===== src/rtl/fb_scanout_pkg.sv =====
// Shared definitions for the frame-buffer scanout block: default geometry and FSM encoding.
package fb_scanout_pkg;

  localparam int unsigned DefAddrW     = 17;
  localparam int unsigned DefDataW     = 24;
  localparam int unsigned DefNpix      = 102400;
  localparam int unsigned DefFifoDepth = 4;

  typedef enum logic [1:0] {
    StIdle    = 2'd0,
    StSetup   = 2'd1,
    StStrobe  = 2'd2,
    StCapture = 2'd3
  } state_t;

endpackage


===== src/rtl/fb_scanout_if.sv =====
// Frame RAM read port plus the pixel valid/ready stream, bundled for the scanout block.
interface fb_scanout_if import fb_scanout_pkg::*; #(
  parameter int unsigned ADDR_W = DefAddrW,
  parameter int unsigned DATA_W = DefDataW
);

  logic [ADDR_W-1:0] ram_address;
  logic              ram_rd;
  logic              ram_wr;
  logic              ram_en;
  logic [DATA_W-1:0] ram_data;

  logic [DATA_W-1:0] pix_data;
  logic              pix_valid;
  logic              pix_ready;
  logic              pix_last;

  modport master (
    output ram_address, ram_rd, ram_wr, ram_en,
    input  ram_data,
    output pix_data, pix_valid, pix_last,
    input  pix_ready
  );

  modport slave (
    input  ram_address, ram_rd, ram_wr, ram_en,
    output ram_data,
    input  pix_data, pix_valid, pix_last,
    output pix_ready
  );

endinterface


===== src/rtl/pix_fifo.sv =====
// First-word-fall-through pixel buffer; the head entry is visible whenever the FIFO is not empty.
module pix_fifo import fb_scanout_pkg::*; #(
  parameter int unsigned WIDTH = DefDataW + 1,
  parameter int unsigned DEPTH = DefFifoDepth,
  localparam int unsigned PtrW = (DEPTH > 1) ? $clog2(DEPTH) : 1
) (
  input  logic             clk,
  input  logic             rst,
  input  logic             push,
  input  logic [WIDTH-1:0] push_data,
  input  logic             pop,
  output logic [WIDTH-1:0] pop_data,
  output logic             empty,
  output logic [PtrW:0]    count
);

  logic [WIDTH-1:0] mem_q [DEPTH];
  logic [PtrW-1:0]  wr_ptr_q;
  logic [PtrW-1:0]  rd_ptr_q;
  logic [PtrW:0]    count_q;
  logic             do_pop;

  assign do_pop = pop && (count_q != '0);

  always_ff @(posedge clk) begin
    if (push) begin
      mem_q[wr_ptr_q] <= push_data;
    end
  end

  always_ff @(posedge clk or posedge rst) begin
    if (rst) begin
      wr_ptr_q <= '0;
      rd_ptr_q <= '0;
      count_q  <= '0;
    end else begin
      if (push) begin
        wr_ptr_q <= wr_ptr_q + PtrW'(1);
      end
      if (do_pop) begin
        rd_ptr_q <= rd_ptr_q + PtrW'(1);
      end
      if (push && !do_pop) begin
        count_q <= count_q + (PtrW + 1)'(1);
      end else if (!push && do_pop) begin
        count_q <= count_q - (PtrW + 1)'(1);
      end
    end
  end

  assign empty    = (count_q == '0);
  assign count    = count_q;
  // Gate the head so an empty buffer never exposes stale storage.
  assign pop_data = empty ? '0 : mem_q[rd_ptr_q];

endmodule


===== src/rtl/fb_scanout.sv =====
// Reads one frame from the frame RAM (setup/strobe/capture per pixel) and streams it out.
module fb_scanout import fb_scanout_pkg::*; #(
  parameter int unsigned ADDR_W     = DefAddrW,
  parameter int unsigned DATA_W     = DefDataW,
  parameter int unsigned NPIX       = DefNpix,
  parameter int unsigned FIFO_DEPTH = DefFifoDepth
) (
  input  logic         clk,
  input  logic         rst,
  input  logic         start,
  output logic         busy,
  output logic         done,
  fb_scanout_if.master bus
);

  localparam int unsigned       CntW     = $clog2(FIFO_DEPTH) + 1;
  localparam logic [ADDR_W-1:0] LastAddr = ADDR_W'(NPIX - 1);

  state_t            state_q, state_d;
  logic [ADDR_W-1:0] addr_q, addr_d;
  logic              busy_q, busy_d;
  logic              done_q, done_d;
  logic              ram_rd, ram_en;
  logic              start_ok, at_last, last_xfer;
  logic              fifo_push, fifo_pop, fifo_empty;
  logic [CntW-1:0]   fifo_count;
  logic [DATA_W:0]   fifo_out;

  // IDLE with busy still high is the drain phase: start stays ignored until done.
  assign start_ok  = (state_q == StIdle) && !busy_q && start;
  assign at_last   = (addr_q == LastAddr);
  assign fifo_pop  = bus.pix_valid && bus.pix_ready;
  assign last_xfer = fifo_pop && bus.pix_last;

  always_comb begin
    state_d   = state_q;
    addr_d    = addr_q;
    ram_rd    = 1'b0;
    ram_en    = 1'b0;
    fifo_push = 1'b0;
    unique case (state_q)
      StIdle: begin
        if (start_ok) begin
          addr_d  = '0;
          state_d = StSetup;
        end
      end
      StSetup: begin
        ram_rd = 1'b1;
        if (fifo_count < CntW'(FIFO_DEPTH)) begin
          state_d = StStrobe;
        end
      end
      StStrobe: begin
        ram_rd  = 1'b1;
        ram_en  = 1'b1;
        state_d = StCapture;
      end
      StCapture: begin
        ram_rd    = 1'b1;
        fifo_push = 1'b1;
        if (at_last) begin
          state_d = StIdle;
        end else begin
          addr_d  = addr_q + ADDR_W'(1);
          state_d = StSetup;
        end
      end
      default: state_d = StIdle;
    endcase
  end

  always_comb begin
    busy_d = busy_q;
    if (start_ok) begin
      busy_d = 1'b1;
    end else if (last_xfer) begin
      busy_d = 1'b0;
    end
    done_d = last_xfer;
  end

  always_ff @(posedge clk or posedge rst) begin
    if (rst) begin
      state_q <= StIdle;
      addr_q  <= '0;
      busy_q  <= 1'b0;
      done_q  <= 1'b0;
    end else begin
      state_q <= state_d;
      addr_q  <= addr_d;
      busy_q  <= busy_d;
      done_q  <= done_d;
    end
  end

  pix_fifo #(
    .WIDTH (DATA_W + 1),
    .DEPTH (FIFO_DEPTH)
  ) u_pix_fifo (
    .clk       (clk),
    .rst       (rst),
    .push      (fifo_push),
    .push_data ({at_last, bus.ram_data}),
    .pop       (fifo_pop),
    .pop_data  (fifo_out),
    .empty     (fifo_empty),
    .count     (fifo_count)
  );

  assign bus.ram_address = addr_q;
  assign bus.ram_rd      = ram_rd;
  assign bus.ram_wr      = 1'b0;
  assign bus.ram_en      = ram_en;
  assign bus.pix_valid   = !fifo_empty;
  assign bus.pix_data    = fifo_out[DATA_W-1:0];
  assign bus.pix_last    = fifo_out[DATA_W];
  assign busy            = busy_q;
  assign done            = done_q;

endmodule


===== src/flat_wrapper.sv =====
// flat-port wrapper written by rule: the top's interface ports become plain ports
module fb_scanout_flat import fb_scanout_pkg::*;
#(
  parameter int unsigned ADDR_W     = DefAddrW,
  parameter int unsigned DATA_W     = DefDataW,
  parameter int unsigned NPIX       = DefNpix,
  parameter int unsigned FIFO_DEPTH = DefFifoDepth
)
  (clk, rst, start, busy, done, bus_ram_address, bus_ram_rd, bus_ram_wr, bus_ram_en, bus_ram_data, bus_pix_data, bus_pix_valid, bus_pix_last, bus_pix_ready);
  fb_scanout_if #(.ADDR_W(ADDR_W), .DATA_W(DATA_W)) bus_i ();
  input  logic clk;
  input  logic rst;
  input  logic start;
  output logic busy;
  output logic done;
  output wire logic [$bits(bus_i.ram_address)-1:0] bus_ram_address;
  output wire logic [$bits(bus_i.ram_rd)-1:0] bus_ram_rd;
  output wire logic [$bits(bus_i.ram_wr)-1:0] bus_ram_wr;
  output wire logic [$bits(bus_i.ram_en)-1:0] bus_ram_en;
  input wire logic [$bits(bus_i.ram_data)-1:0] bus_ram_data;
  output wire logic [$bits(bus_i.pix_data)-1:0] bus_pix_data;
  output wire logic [$bits(bus_i.pix_valid)-1:0] bus_pix_valid;
  output wire logic [$bits(bus_i.pix_last)-1:0] bus_pix_last;
  input wire logic [$bits(bus_i.pix_ready)-1:0] bus_pix_ready;
  assign bus_ram_address = bus_i.ram_address;
  assign bus_ram_rd = bus_i.ram_rd;
  assign bus_ram_wr = bus_i.ram_wr;
  assign bus_ram_en = bus_i.ram_en;
  assign bus_i.ram_data = bus_ram_data;
  assign bus_pix_data = bus_i.pix_data;
  assign bus_pix_valid = bus_i.pix_valid;
  assign bus_pix_last = bus_i.pix_last;
  assign bus_i.pix_ready = bus_pix_ready;
  fb_scanout #(.ADDR_W(ADDR_W), .DATA_W(DATA_W), .NPIX(NPIX), .FIFO_DEPTH(FIFO_DEPTH)) u_core (.clk(clk), .rst(rst), .start(start), .busy(busy), .done(done), .bus(bus_i));
endmodule

===== config.mk =====
export PLATFORM = sky130hd
export DESIGN_NAME = fb_scanout_flat
export DESIGN_NICKNAME = d
export VERILOG_FILES = /design/src/rtl/fb_scanout_pkg.sv /design/src/rtl/fb_scanout_if.sv /design/src/rtl/pix_fifo.sv /design/src/rtl/fb_scanout.sv /design/src/flat_wrapper.sv
export SDC_FILE = /design/constraint.sdc
export NUM_CORES = 1
export LEC_CHECK = 0
export ABC_AREA = 1
export CORE_ASPECT_RATIO = 1.75
export CORE_UTILIZATION = 45
export CTS_CLUSTER_SIZE = 8
export DETAILED_ROUTE_END_ITERATION = 7
export GPL_ROUTABILITY_DRIVEN = 0
export PLACE_DENSITY = 0.67
export SLEW_MARGIN = 40
export SYNTH_ARGS = -nofsm -noshare
export SYNTH_HDL_FRONTEND = slang
export SYNTH_SLANG_ARGS = --single-unit
export TNS_END_PERCENT = 30

===== constraint.sdc =====
create_clock -name clk -period 2.39 [get_ports clk]
set_clock_uncertainty 0.2 [all_clocks]
set_input_delay 0.3585 -clock clk [delete_from_list [all_inputs] [get_ports clk]]
set_output_delay 0.3585 -clock clk [all_outputs]
set_load 0.05 [all_outputs]

==> run metrics <==
Mapped Area between 5000 and 6000 um2; Crit Path Class flip-flop to output pin; Post-synth EDFFs 100; crit-path cells clkinvlp_4 > buf_6 > nor2_1 > o21ai_0 > a21oi_2 > buf_12; clk buf depth 2; HPWL Detailed roughly 8000 um; Worst-path clk slew 0.06 ns; first-pass detailed-route iteration total 4; CP Capture Type output pin; total CTS buffers 17; Netlist cell types 31; delay-heaviest family, CP buffers and inverters; I/O Buffers 74; Synth Net Count roughly 570; Final Hold Violating Endpoints 0; latest clock arrival within the worst-skew pair slightly above 0.4 ns; power per cell area about 1500 nW/um2; Iter 0 DRT Violations 196; Ys Warns 0; total gr overflow 0; final setup fails 1; Pleak just over 3 nW; Max-cap violations 0; Yosys top cell area share 0.533; slew margin rel. 0.663; top cells by area, synth edfxtp_1 53%, dfrtp_1 12%, nor2_1 8.1%; final setup TNS -0.0141 ns; Vias 4130; status finished with violations; pin count of the biggest net entering global routing 31; CP bufs+invs 3; initial antenna violation count 0; Die Y approximately 150 um; Seq/Total Area, Yosys 0.658; first-pass GRT wire length 19900 um; CTS tree built; worst-path maximum fanout 7; layout cell share with drive strength beyond 1 0.217; Tmin final 2.40 ns; io pins 76; n_diodes 0; via/cell ratio 5.16; Period Utilization, post-route 1.01; all-layer global routing usage 0.206; area grow syn2layout 38.9%; Core Rows 53; drc violations 0; Synth Instances 529; flops & latches, synth 128; die area 13000 um2; CTS Hold Bufs 0; critical path required time 1.83 ns; clk sink count about 130; H-Tree Depth 4; Synth Flop Type edfxtp_1; post-synth top area cell edfxtp_1; Synth async-reset ratio 0.219; Hold WS 0.133 ns; Root Driver clkbuf_16; RSZ-0062 raised after global routing true; Chip Width 86.5 um; R2R depth 10; worst-margin pin slew roughly 0.5 ns; failing checks setup timing; WP depth 6; Layout Utilization 0.648; startpoint types flip-flop; worst setup margin -0.0141 ns; Core ar. 12100 um2; maximum vdd ir drop 0.00137 V; fillers 913; largest stage delay on the critical path 0.41 ns; class of the worst hold path input port to async pin; Mean Syn Cell Area 10.6 um2; Final Max Slew Viols 0; number of global-route vias before repair ~4000; count leader, synth nor2_1; Synth top cells by count 121 x nor2_1, 100 x edfxtp_1, 69 x nand2_1, 59 x o21ai_0, 32 x inv_1; drt wl/cell 16.3 um; highest clock rate around 0.42 GHz; CP max stage cell dfrtp_1; Critical Path AT 1.85 ns; routed wire length ~13000 um; Antenna Violating Nets Remaining 0; post-layout net count ~660; initial core utilization 0.466
==> cells by family after synthesis <==
kind of cell / after synthesis / synth area share
muxes: 1 / 0.00200
other: 1 / 0.000666
adders and majority gates: 12 / 0.0280
xor gates and xnor gates: 10 / 0.0156
buffers and inverters: 57 / 0.0438
AOI/OAI and AO/OA: 97 / 0.0905
and+or+nand+nor: 223 / 0.162
DFF: 128 / 0.658
==> final timing paths <==
| check | startpoint | to | slack [ns] |
|---|---|---|---|
| max in group asynchronous | rst | u_core.u_pix_fifo.rd_ptr_q[0] | 1.55 |
| hold / removal | rst | u_core.bus.ram_address[8] | 0.13 |
| hold reg to reg | u_core.u_pix_fifo.wr_ptr_q[0] | u_core.u_pix_fifo.wr_ptr_q[0] | 0.33 |
| setup / recovery | u_core.u_pix_fifo.rd_ptr_q[1] | bus_pix_data[13] | -0.01 |
| setup reg to reg | u_core.u_pix_fifo.count[0] | u_core.u_pix_fifo.count[2] | 0.33 |
| min in group clk | u_core.u_pix_fifo.wr_ptr_q[0] | u_core.u_pix_fifo.wr_ptr_q[0] | 0.33 |
==> layout by cell type, fill, tap and decap left out, drive strengths merged, types with 4 or more instances in the layout <==
cell type,n
ha,11
inv,34
o21ai,69
buf,48
nand3,20
nor2,124
clkbuf,21
xor2,9
edfxtp,100
dfrtp,28
a21oi,26
nand2,75
clkinv,7
bufinv,4
clkdlybuf4s50,46
==> repair_timing <==
action                                  4_1_cts  5_1_grt
pin swaps                                     1       13
gates resized for setup                      19       52
buffers inserted                              2        2
endpoints found under the setup margin       20       25
cloned                                        0        3
==> flip-flops by register name, indices dropped and copies added, names as in the netlist <==
name / flops
u_core.bus.ram_address: 17
u_core.u_pix_fifo.mem_q: 100
u_core.busy: 1
u_core.u_pix_fifo.wr_ptr_q: 2
u_core.u_pix_fifo.rd_ptr_q: 2
u_core.state_q: 2
u_core.done: 1
u_core.u_pix_fifo.count: 3
==> layout make-up <==
class / instances / area, um2 / area share
clock inverter: 14 / 188 / 0.0240
inverter: 34 / 151 / 0.0194
clock buffer: 18 / 429 / 0.0549
timing repair buffer: 97 / 1330 / 0.170
tap: 165 / 206 / 0.0264
multi-input combinational: 344 / 1810 / 0.231
sequential: 128 / 3700 / 0.474
==> metal layers <==
layer  GRT usage  part of all wire  vias to the layer above
met5           0                 0                        -
met4      0.0842             0.018                        0
met3      0.0436             0.038                       19
met2       0.371              0.55                      114
met1       0.235              0.39                     2026
li1            -                 -                     1971
==> per-stage QoR <==
| step | setup slack, ns | power (mW) | cells | cell area [um2] |
|---|---|---|---|---|
| global route | -0.0892 | 12.4 | 800 | 7820 |
| finish | -0.0141 | 11.8 | 800 | 7820 |
| detailed placement | 0.147 | 8.55 | 761 | 6880 |
| CTS | -0.0498 | 11.4 | 795 | 7580 |
| global placement | 0.170 | 8.45 | 761 | 6880 |
| floorplan | -0.137 | 6.17 | 529 | 5630 |
==> where the power goes <==
group          internal (mW)  total (mW)  switching [mW]
sequential              2.79        2.94           0.157
combinational           2.56        6.20            3.64
clock                   1.74        2.68           0.934
total                   7.09        11.8            4.73
==> worst reg2reg max path: stages (launching register included) <==
cell     delay (ns)
dfrtp_1        0.42
nor2_1         0.14
nand2_2        0.13
nand2_1        0.13
ha_1           0.15
inv_1          0.07
fa_1           0.39
nor2_1         0.11
nor2_1         0.05
nand2_1        0.07
xor2_1         0.14
Note: power is estimated with default switching activity, not from simulation.
